[src/rtl/if_prefetch_stage.sv]
// rtl/if_prefetch_stage.sv - instruction fetch stage with prefetch queue driving IF/ID
// Optional macro IF_STALL_CNT_EN adds the stall_cnt output.
module if_prefetch_stage #(
  parameter int          FIFO_DEPTH = 2,
  parameter logic [31:0] RESET_PC   = 32'h0000_0000
) (
  input  logic        clk,
  input  logic        rst,
  input  logic        freeze,
  input  logic        branch_taken,
  input  logic [31:0] branch_addr,
  output logic        imem_req,
  output logic [31:0] imem_addr,
  input  logic        imem_gnt,
  input  logic        imem_rvalid,
  input  logic [31:0] imem_rdata,
  output logic [31:0] instruction,
  output logic [31:0] pc,
  output logic        if_valid
`ifdef IF_STALL_CNT_EN
  ,
  output logic [31:0] stall_cnt
`endif
);
  localparam int PW = $clog2(FIFO_DEPTH);
  localparam int CW = PW + 1;
  localparam logic [CW-1:0] DEPTH_CNT = CW'(FIFO_DEPTH);
  localparam logic [CW:0]   DEPTH_SUM = (CW+1)'(FIFO_DEPTH);

  logic [31:0]   fetch_pc_q, fetch_pc_d;
  logic [CW-1:0] out_cnt_q, out_cnt_d, drop_cnt_q, drop_cnt_d, q_cnt_q, q_cnt_d;
  logic [PW-1:0] tag_wr_q, tag_wr_d, tag_rd_q, tag_rd_d, q_wr_q, q_wr_d, q_rd_q, q_rd_d;
  logic          req_hold_q, req_hold_d, valid_q, valid_d;
  logic [31:0]   instr_q, instr_d, pc_q, pc_d;
  logic [31:0]   tag_mem [FIFO_DEPTH];
  logic [31:0]   q_instr [FIFO_DEPTH];
  logic [31:0]   q_pc    [FIFO_DEPTH];
  logic          resp, drop, q_push, q_pop, grant;
  logic [CW:0]   credit_used;

  always_comb begin
    resp   = imem_rvalid && (out_cnt_q != '0);
    drop   = resp && (drop_cnt_q != '0);
    q_pop  = !branch_taken && !freeze && (q_cnt_q != '0);
    q_push = resp && !drop && !branch_taken;
    // The slot freed by this cycle's pop is reusable at once, giving one word per cycle with two credits.
    credit_used = {1'b0, out_cnt_q} + {1'b0, q_cnt_q} - {{CW{1'b0}}, q_pop};
    // A request that was raised but not yet granted is held so address and valid stay stable.
    imem_req  = rst && !branch_taken && (drop_cnt_q == '0) &&
                (req_hold_q || (credit_used < DEPTH_SUM));
    imem_addr = fetch_pc_q;
    grant     = imem_req && imem_gnt;

    fetch_pc_d = fetch_pc_q;
    if (branch_taken)  fetch_pc_d = branch_addr & 32'hFFFF_FFFC;
    else if (grant)    fetch_pc_d = fetch_pc_q + 32'd4;

    out_cnt_d  = out_cnt_q + CW'(grant) - CW'(resp);
    drop_cnt_d = drop_cnt_q;
    if (branch_taken) drop_cnt_d = out_cnt_q - CW'(resp);
    else if (drop)    drop_cnt_d = drop_cnt_q - CW'(1);
    req_hold_d = imem_req && !imem_gnt;
    tag_wr_d   = tag_wr_q + PW'(grant);
    tag_rd_d   = tag_rd_q + PW'(resp);

    if (branch_taken) begin
      q_wr_d  = '0;
      q_rd_d  = '0;
      q_cnt_d = '0;
    end else begin
      q_wr_d  = q_wr_q + PW'(q_push);
      q_rd_d  = q_rd_q + PW'(q_pop);
      q_cnt_d = q_cnt_q + CW'(q_push) - CW'(q_pop);
    end

    instr_d = instr_q;
    pc_d    = pc_q;
    valid_d = valid_q;
    if (branch_taken) begin
      instr_d = '0;
      valid_d = 1'b0;
    end else if (!freeze) begin
      if (q_pop) begin
        instr_d = q_instr[q_rd_q];
        pc_d    = q_pc[q_rd_q];
        valid_d = 1'b1;
      end else begin
        instr_d = '0;
        valid_d = 1'b0;
      end
    end
  end

  always_ff @(posedge clk or negedge rst) begin
    if (!rst) begin
      fetch_pc_q <= RESET_PC;
      out_cnt_q  <= '0;
      drop_cnt_q <= '0;
      q_cnt_q    <= '0;
      tag_wr_q   <= '0;
      tag_rd_q   <= '0;
      q_wr_q     <= '0;
      q_rd_q     <= '0;
      req_hold_q <= 1'b0;
      valid_q    <= 1'b0;
      instr_q    <= '0;
      pc_q       <= '0;
    end else begin
      fetch_pc_q <= fetch_pc_d;
      out_cnt_q  <= out_cnt_d;
      drop_cnt_q <= drop_cnt_d;
      q_cnt_q    <= q_cnt_d;
      tag_wr_q   <= tag_wr_d;
      tag_rd_q   <= tag_rd_d;
      q_wr_q     <= q_wr_d;
      q_rd_q     <= q_rd_d;
      req_hold_q <= req_hold_d;
      valid_q    <= valid_d;
      instr_q    <= instr_d;
      pc_q       <= pc_d;
    end
  end

  always_ff @(posedge clk) begin
    if (grant) tag_mem[tag_wr_q] <= fetch_pc_q;
    if (q_push) begin
      q_instr[q_wr_q] <= imem_rdata;
      q_pc[q_wr_q]    <= tag_mem[tag_rd_q] + 32'd4;
    end
  end

  assign instruction = instr_q;
  assign pc          = pc_q;
  assign if_valid    = valid_q;

`ifdef IF_STALL_CNT_EN
  logic [31:0] stall_cnt_q, stall_cnt_d;

  always_comb begin
    stall_cnt_d = stall_cnt_q;
    if (freeze || ((q_cnt_q == '0) && !branch_taken)) stall_cnt_d = stall_cnt_q + 32'd1;
  end

  always_ff @(posedge clk or negedge rst) begin
    if (!rst) stall_cnt_q <= '0;
    else      stall_cnt_q <= stall_cnt_d;
  end

  assign stall_cnt = stall_cnt_q;
`endif

  assert property (@(posedge clk) disable iff (!rst) !(q_push && (q_cnt_q == DEPTH_CNT)));

endmodule

[config.mk]
export PLATFORM = sky130hd
export DESIGN_NAME = if_prefetch_stage
export DESIGN_NICKNAME = d
export VERILOG_FILES = /design/src/rtl/if_prefetch_stage.sv
export SDC_FILE = /design/constraint.sdc
export NUM_CORES = 1
export LEC_CHECK = 0
export ABC_CLOCK_PERIOD_IN_PS = 4400
export CORE_UTILIZATION = 51
export CTS_BUF_LIST = sky130_fd_sc_hd__clkbuf_8
export DETAILED_ROUTE_END_ITERATION = 10
export PLACE_DENSITY = 0.9
export SLEW_MARGIN = 40
export SYNTH_ARGS = -nofsm -noshare
export SYNTH_HDL_FRONTEND = slang
export SYNTH_SLANG_ARGS = --single-unit
[constraint.sdc]
create_clock -name clk -period 4.4 [get_ports clk]
set_input_delay 0.44 -clock clk [delete_from_list [all_inputs] [get_ports clk]]
set_output_delay 0.44 -clock clk [all_outputs]
set_load 0.01 [all_outputs]
After elaboration in Yosys (flattened, before gate mapping)
Memories as Yosys holds them, arrays and structs flattened. A register that Yosys moved wholly into a read port is not among the register bits.
Cells that the tools add are included.
{"block": "totals", "regBits": 76, "mem_bits_rw": 192, "input_bits": 70, "wordCells": 73, "mem_count": 3}
{"block": "classes", "addsub": 14, "n_lt_le_gt_ge": 1, "n_eq_ne": 1, "muxes": 17, "n_bitwise": 2, "n_reduce_logical": 24}
{"name": "q_instr", "words": 2, "word_bits": 32, "read_ports": 1, "rd_clocked_by_memory_dff": 0, "write_ports": 1, "line": "36", "rtl": "logic [31:0] q_instr [FIFO_DEPTH];"}
{"name": "q_pc", "words": 2, "word_bits": 32, "read_ports": 1, "rd_clocked_by_memory_dff": 1, "write_ports": 1, "line": "37", "rtl": "logic [31:0] q_pc [FIFO_DEPTH];"}
{"name": "tag_mem", "words": 2, "word_bits": 32, "read_ports": 1, "rd_clocked_by_memory_dff": 0, "write_ports": 1, "line": "35", "rtl": "logic [31:0] tag_mem [FIFO_DEPTH];"}
{"op": "2-to-1 mux 32 bit", "n": 5}
{"op": "adder 32 x 3 -> 32 bit (second input constant)", "n": 2}
{"op": "logical AND 1 bit", "n": 11}
{"op": "nonzero test 2 bit", "n": 5}
{"op": "2-to-1 mux 1 bit", "n": 9}
{"op": "2-to-1 mux 2 bit", "n": 3}
{"op": "subtractor 2 x 1 -> 2 bit", "n": 3}
{"op": "logical NOT 1 bit", "n": 5}
{"op": "adder 1 bit", "n": 4}
{"op": "adder 2 x 1 -> 2 bit", "n": 2}
{"op": "adder 2 x 2 -> 3 bit", "n": 1}
{"op": "< comparator 3 x 2 -> 1 bit (second input constant)", "n": 1}
{"op": "AND reduction 3 bit", "n": 1}
{"op": "subtractor 3 x 1 -> 3 bit", "n": 1}
{"op": "logical NOT 2 bit", "n": 1}
{"op": "!= test 2 x 1 -> 1 bit (second input constant)", "n": 1}
{"op": "NOT 1 bit", "n": 2}
{"op": "subtractor 2 x 1 -> 2 bit (second input constant)", "n": 1}
{"op": "logical OR 1 bit", "n": 1}

Longest topological paths before layout
{"block": "depth", "word_depth": 10, "ltp_mapped": 17, "mapped_depth_nobuf": 14}

Worst setup path after synthesis
OpenSTA, ideal clock, no wires.
{"block": "synth_path", "path_kind": "reg-to-reg", "startpoint": "register q_cnt_q[0]", "endpoint": "memory tag_mem[1][10] (enable)", "setup_time_ps": 390, "t_arrival_ps": 3791, "setup_slack_ps": 219, "stages_incl_launch_ff": 14, "path_buffers": 3, "path_cell_list": "dfrtp_1 o21ai_1 clkbuf_1 clkbuf_1 inv_1 ha_1 nand2b_1 fa_1 xor2_1 a21o_1 nand4_4 inv_1 buf_2 ha_1"}
{"block": "synth_between", "elab_chain_len": 9, "elab_cells_between_ends": 10, "classes_between": "add/sub (2); order compare (1); mux (2); reduce/logical (5)"}
{"item": "start: declaration", "line": "31", "rtl": "logic [CW-1:0] out_cnt_q, out_cnt_d, drop_cnt_q, drop_cnt_d, q_cnt_q, q_cnt_d;"}
{"item": "start signal: assignment", "line": "112", "rtl": "q_cnt_q <= q_cnt_d;"}
{"item": "parallel branches: the longest is 2 deep, another holds adder 2 x 2 -> 3 bit"}
{"item": "subtractor 3 x 1 -> 3 bit *", "line": "47", "rtl": "credit_used = {1'b0, out_cnt_q} + {1'b0, q_cnt_q} - {{CW{1'b0}}, q_pop};"}
{"item": "< comparator 3 x 2 -> 1 bit *", "line": "50", "rtl": "(req_hold_q || (credit_used < DEPTH_SUM));"}
{"item": "logical OR 1 bit *", "line": "50"}
{"item": "logical AND 1 bit *", "line": "49", "rtl": "imem_req = rst && !branch_taken && (drop_cnt_q == '0) &&"}
{"item": "logical AND 1 bit *", "line": "52", "rtl": "grant = imem_req && imem_gnt;"}
{"item": "2-to-1 mux 1 bit *", "line": "125", "rtl": "if (grant) tag_mem[tag_wr_q] <= fetch_pc_q;"}
{"item": "2-to-1 mux 1 bit (implied by the code) *", "line": "125"}
{"item": "end: declaration", "line": "35"}
Every way passes the cells marked *.

Worst setup path after layout
{"block": "layout_path", "startpoint": "register q_cnt_q[1]", "endpoint": "output port imem_req"}
{"block": "layout_between", "elab_chain_len": 6, "elab_cells_between_ends": 7, "classes_between": "add/sub (2); order compare (1); reduce/logical (4)"}
{"item": "parallel branches: the longest is 2 deep, another holds adder 2 x 2 -> 3 bit"}
{"item": "subtractor 3 x 1 -> 3 bit *", "line": "47"}
{"item": "< comparator 3 x 2 -> 1 bit *", "line": "50"}
{"item": "logical OR 1 bit *", "line": "50"}
{"item": "logical AND 1 bit *", "line": "49"}
{"item": "end: declaration", "line": "12", "rtl": "output logic imem_req,"}
Marks and branches as above.

==> qor.yml <==
run_status:
  status: "complete, no violations"
pwr:
  p_total_mw: 7.00
  powerDensity_mw_per_mm2: 470
  ir_worst_vdd_mv: 0.213
  power_frac_seq: 0.491
  switching_share: 0.271
  p_int_mw: 5.10
  p_sw_mw: 1.90
  p_leak_nw: 5.45
  p_comb_frac: 0.195
  clkPwrFrac: 0.314
critical_path:
  worstSetupEndpointType: "primary output"
  cp-start-kind: "register"
  crit_path_max_incr_delay_ps: 540
  cp_max_fo: 3
  slowest_stage: "clkdlybuf4s50_1"
  critical_path_arrival_ps: 3100
  worst-setup-path-type: "register to primary output"
  path_cells: "o21ai_4 -> inv_1 -> ha_1 -> nand2b_1 -> fa_1 -> xor2_1 -> a21o_1 -> and3_1 -> clkdlybuf4s50_1"
  cp.required_ps: 3960
placement:
  place_congestion: 0.870
  io_buffers: 161
  dpl.hpwl_mm: 16.0
synth:
  synthCells: 893
  async_flop_share: 0.361
  synth-edff-count: 184
  yosys_warnings: 0
  synth_area_mm2: 0.0120
  synth_seq_cells: 288
  syn_avg_cell_area_um2: 13.5
  synth.distinct_cells: 58
  yosysSeqAreaShare: 0.676
  synth-main-ff-cell: "edfxtp_1"
global_route:
  grt_max_degree: 96
  use_met2: 0.337
  grt_pass1_wl_mm: 38.8
  antenna_found_initial: 0
  grt_pass1_vias: 7696
  grtUsageMet1: 0.265
  grt_use_met3: 0.0500
  top_usage_layer: "met2"
  grt_usage: 0.205
  gr-total-overflow: 0
clock_tree:
  cts_max_level: 2
  cts_resized: 0
  cts.sinks: 288
  clock_latency_ps: 550
  clk_path_buf_depth: 3
  root_buffer: "clkbuf_8"
  tritoncts: "done"
  postCtsSetupBuffers: 0
  path_clk_slew_ps: 60
  cts_buffers: 46
  hold_buffers: 1
floorplan:
  chipHeight_um: 156
  io_pins: 168
  rows: 55
  die_x_um: 156
  start_util: 0.526
  dieArea_mm2: 0.0242
  core_region_area_mm2: 0.0228
sta:
  slew_violations: 0
  max-slew-margin-rel: 0.556
  tightest_slew_ps: 666
  fin_tns_setup_ps: 0
  rsz0062_at_grt: "no"
  period_share: 0.804
  min_period_ps: 3540
  setup_violations: 0
  skew_ps: 18.5
  hold_viol_final: 0
  fmax_ghz: 0.283
routing:
  final_antenna_net_count: 0
  drt_iter0_markers: 440
  drc: 0
  drt_first_pass_iters: 5
  routed-via-count: 7596
  totalWireLength_mm: 24.0
  via_per_inst: 5.32
  wl_per_cell_um: 16.8
final_layout:
  multi_input_area_mm2: 0.00361
  final_common_cell: "edfxtp_1"
  area_delta_synth_final_pct: 24.0
  final.fill_count: 1657
  seq_area_mm2: 0.00813
  diodes: 0
  final_cell_mix: "edfxtp_1 (184), clkdlybuf4s50_1 (160), nand2_1 (113), dfrtp_1 (102), o21ai_0 (83)"
  fin_nets: 1165
  drive_gt1_frac: 0.0978
hold_path:
  hold_path_class: "primary input to async pin"
job:
  drv_cap: 0
## path summary, 6_finish.rpt
kind | slack (ps) | from | endpoint | cells past startpoint
worst max register to register | 1260 | q_cnt_q[1] | tag_mem[0][28] | 11
worst max-delay path | 860 | q_cnt_q[1] | imem_req | 9
min in group clk | 440 | branch_addr[30] | imem_addr[30] | 3
worst min register to register | 470 | instruction[31] | instruction[31] | 2
worst min-delay path | 310 | rst | req_hold_q | 2
max in group asynchronous | 2500 | rst | imem_addr[29] | 4
## cells by family after synthesis
| logic type | after synthesis | share of synthesized area |
|---|---|---|
| compound gates | 143 | 0.0723 |
| xor+xnor | 56 | 0.0408 |
| fa+ha+maj | 15 | 0.0162 |
| buf+inv | 73 | 0.0265 |
| flops | 288 | 0.676 |
| mux | 85 | 0.0712 |
| other cells | 1 | 0.000312 |
| simple gates | 232 | 0.0967 |
## synthesized netlist by cell type, types with 3 or more instances
master    count  area (um2)
o21ai_0      83         415
buf_1         5        18.8
xnor2_1      33         289
nor2b_1      10        62.6
nand2b_1      3        18.8
and3_1        9        56.3
inv_1        32         120
o22ai_1       4        25.0
a211oi_1      3        22.5
nand4_1       5        31.3
nand3_2       3        30.0
a32oi_1       3        26.3
dfrtp_1     104        2600
buf_2         9        45.0
ha_1         14         175
edfxtp_1    184        5530
nor2_1       29         109
clkbuf_1     19        71.3
nand3b_1      3        22.5
nand3_1      22         110
buf_4         7        52.6
mux2_2        4        45.0
a21oi_1      18        90.1
a221oi_1      7        61.3
nand2_1     113         424
mux2i_1      81         811
a311oi_1      7        61.3
nor3_1       16        80.1
xor2_1       23         201
nor3_2        3        30.0
a32o_1        3        30.0
a21o_1        3        22.5
## layout make-up
type,instances,share of cell area
Tap cell,313,0.0263
Sequential cell,288,0.546
Clock inverter,30,0.0118
Inverter,32,0.00806
Timing Repair Buffer,177,0.117
Multi-Input combinational cell,535,0.242
Clock buffer,53,0.0489
## layer usage
layer  part of all wire  wire (um)
met5                  0          0
met4              0.025        606
met3              0.077       1840
met2               0.48      11400
met1               0.42      10200
## power groups by stage
stage	clock (mW)	combinational, mW	sequential [mW]
floorplan	0	0.769	3.48
global placement	0	1.29	3.50
detailed placement	0	1.36	3.50
CTS	2.25	1.38	3.44
global route	2.37	1.49	3.48
finish	2.20	1.36	3.44
## sequential cells by signal, indices dropped and copies added, names as in the netlist, 30 cells and up
register     cells
instruction     32
q_instr         64
tag_mem         60
q_pc            60
imem_addr       30
pc              30
## worst max-delay path, delay by kind of cell (launching register included)
kind | cells | cell delay [ps]
fa+ha+maj | 2 | 640
buf+inv | 2 | 630
flops | 1 | 440
compound gates | 2 | 350
simple gates | 2 | 330
xor+xnor | 1 | 160
## stage by stage
stage	instances	setup slack [ps]	instance area [um2]	hold WS, ps	utilization
floorplan	896	219	12000	144	-
global placement	1343	804	14000	321	0.611
detailed placement	1344	706	14000	324	0.612
CTS	1428	824	14900	271	0.652
global route	1428	713	14900	300	0.652
finish	1428	862	14900	306	0.652
(Power assumes the default switching activity.)
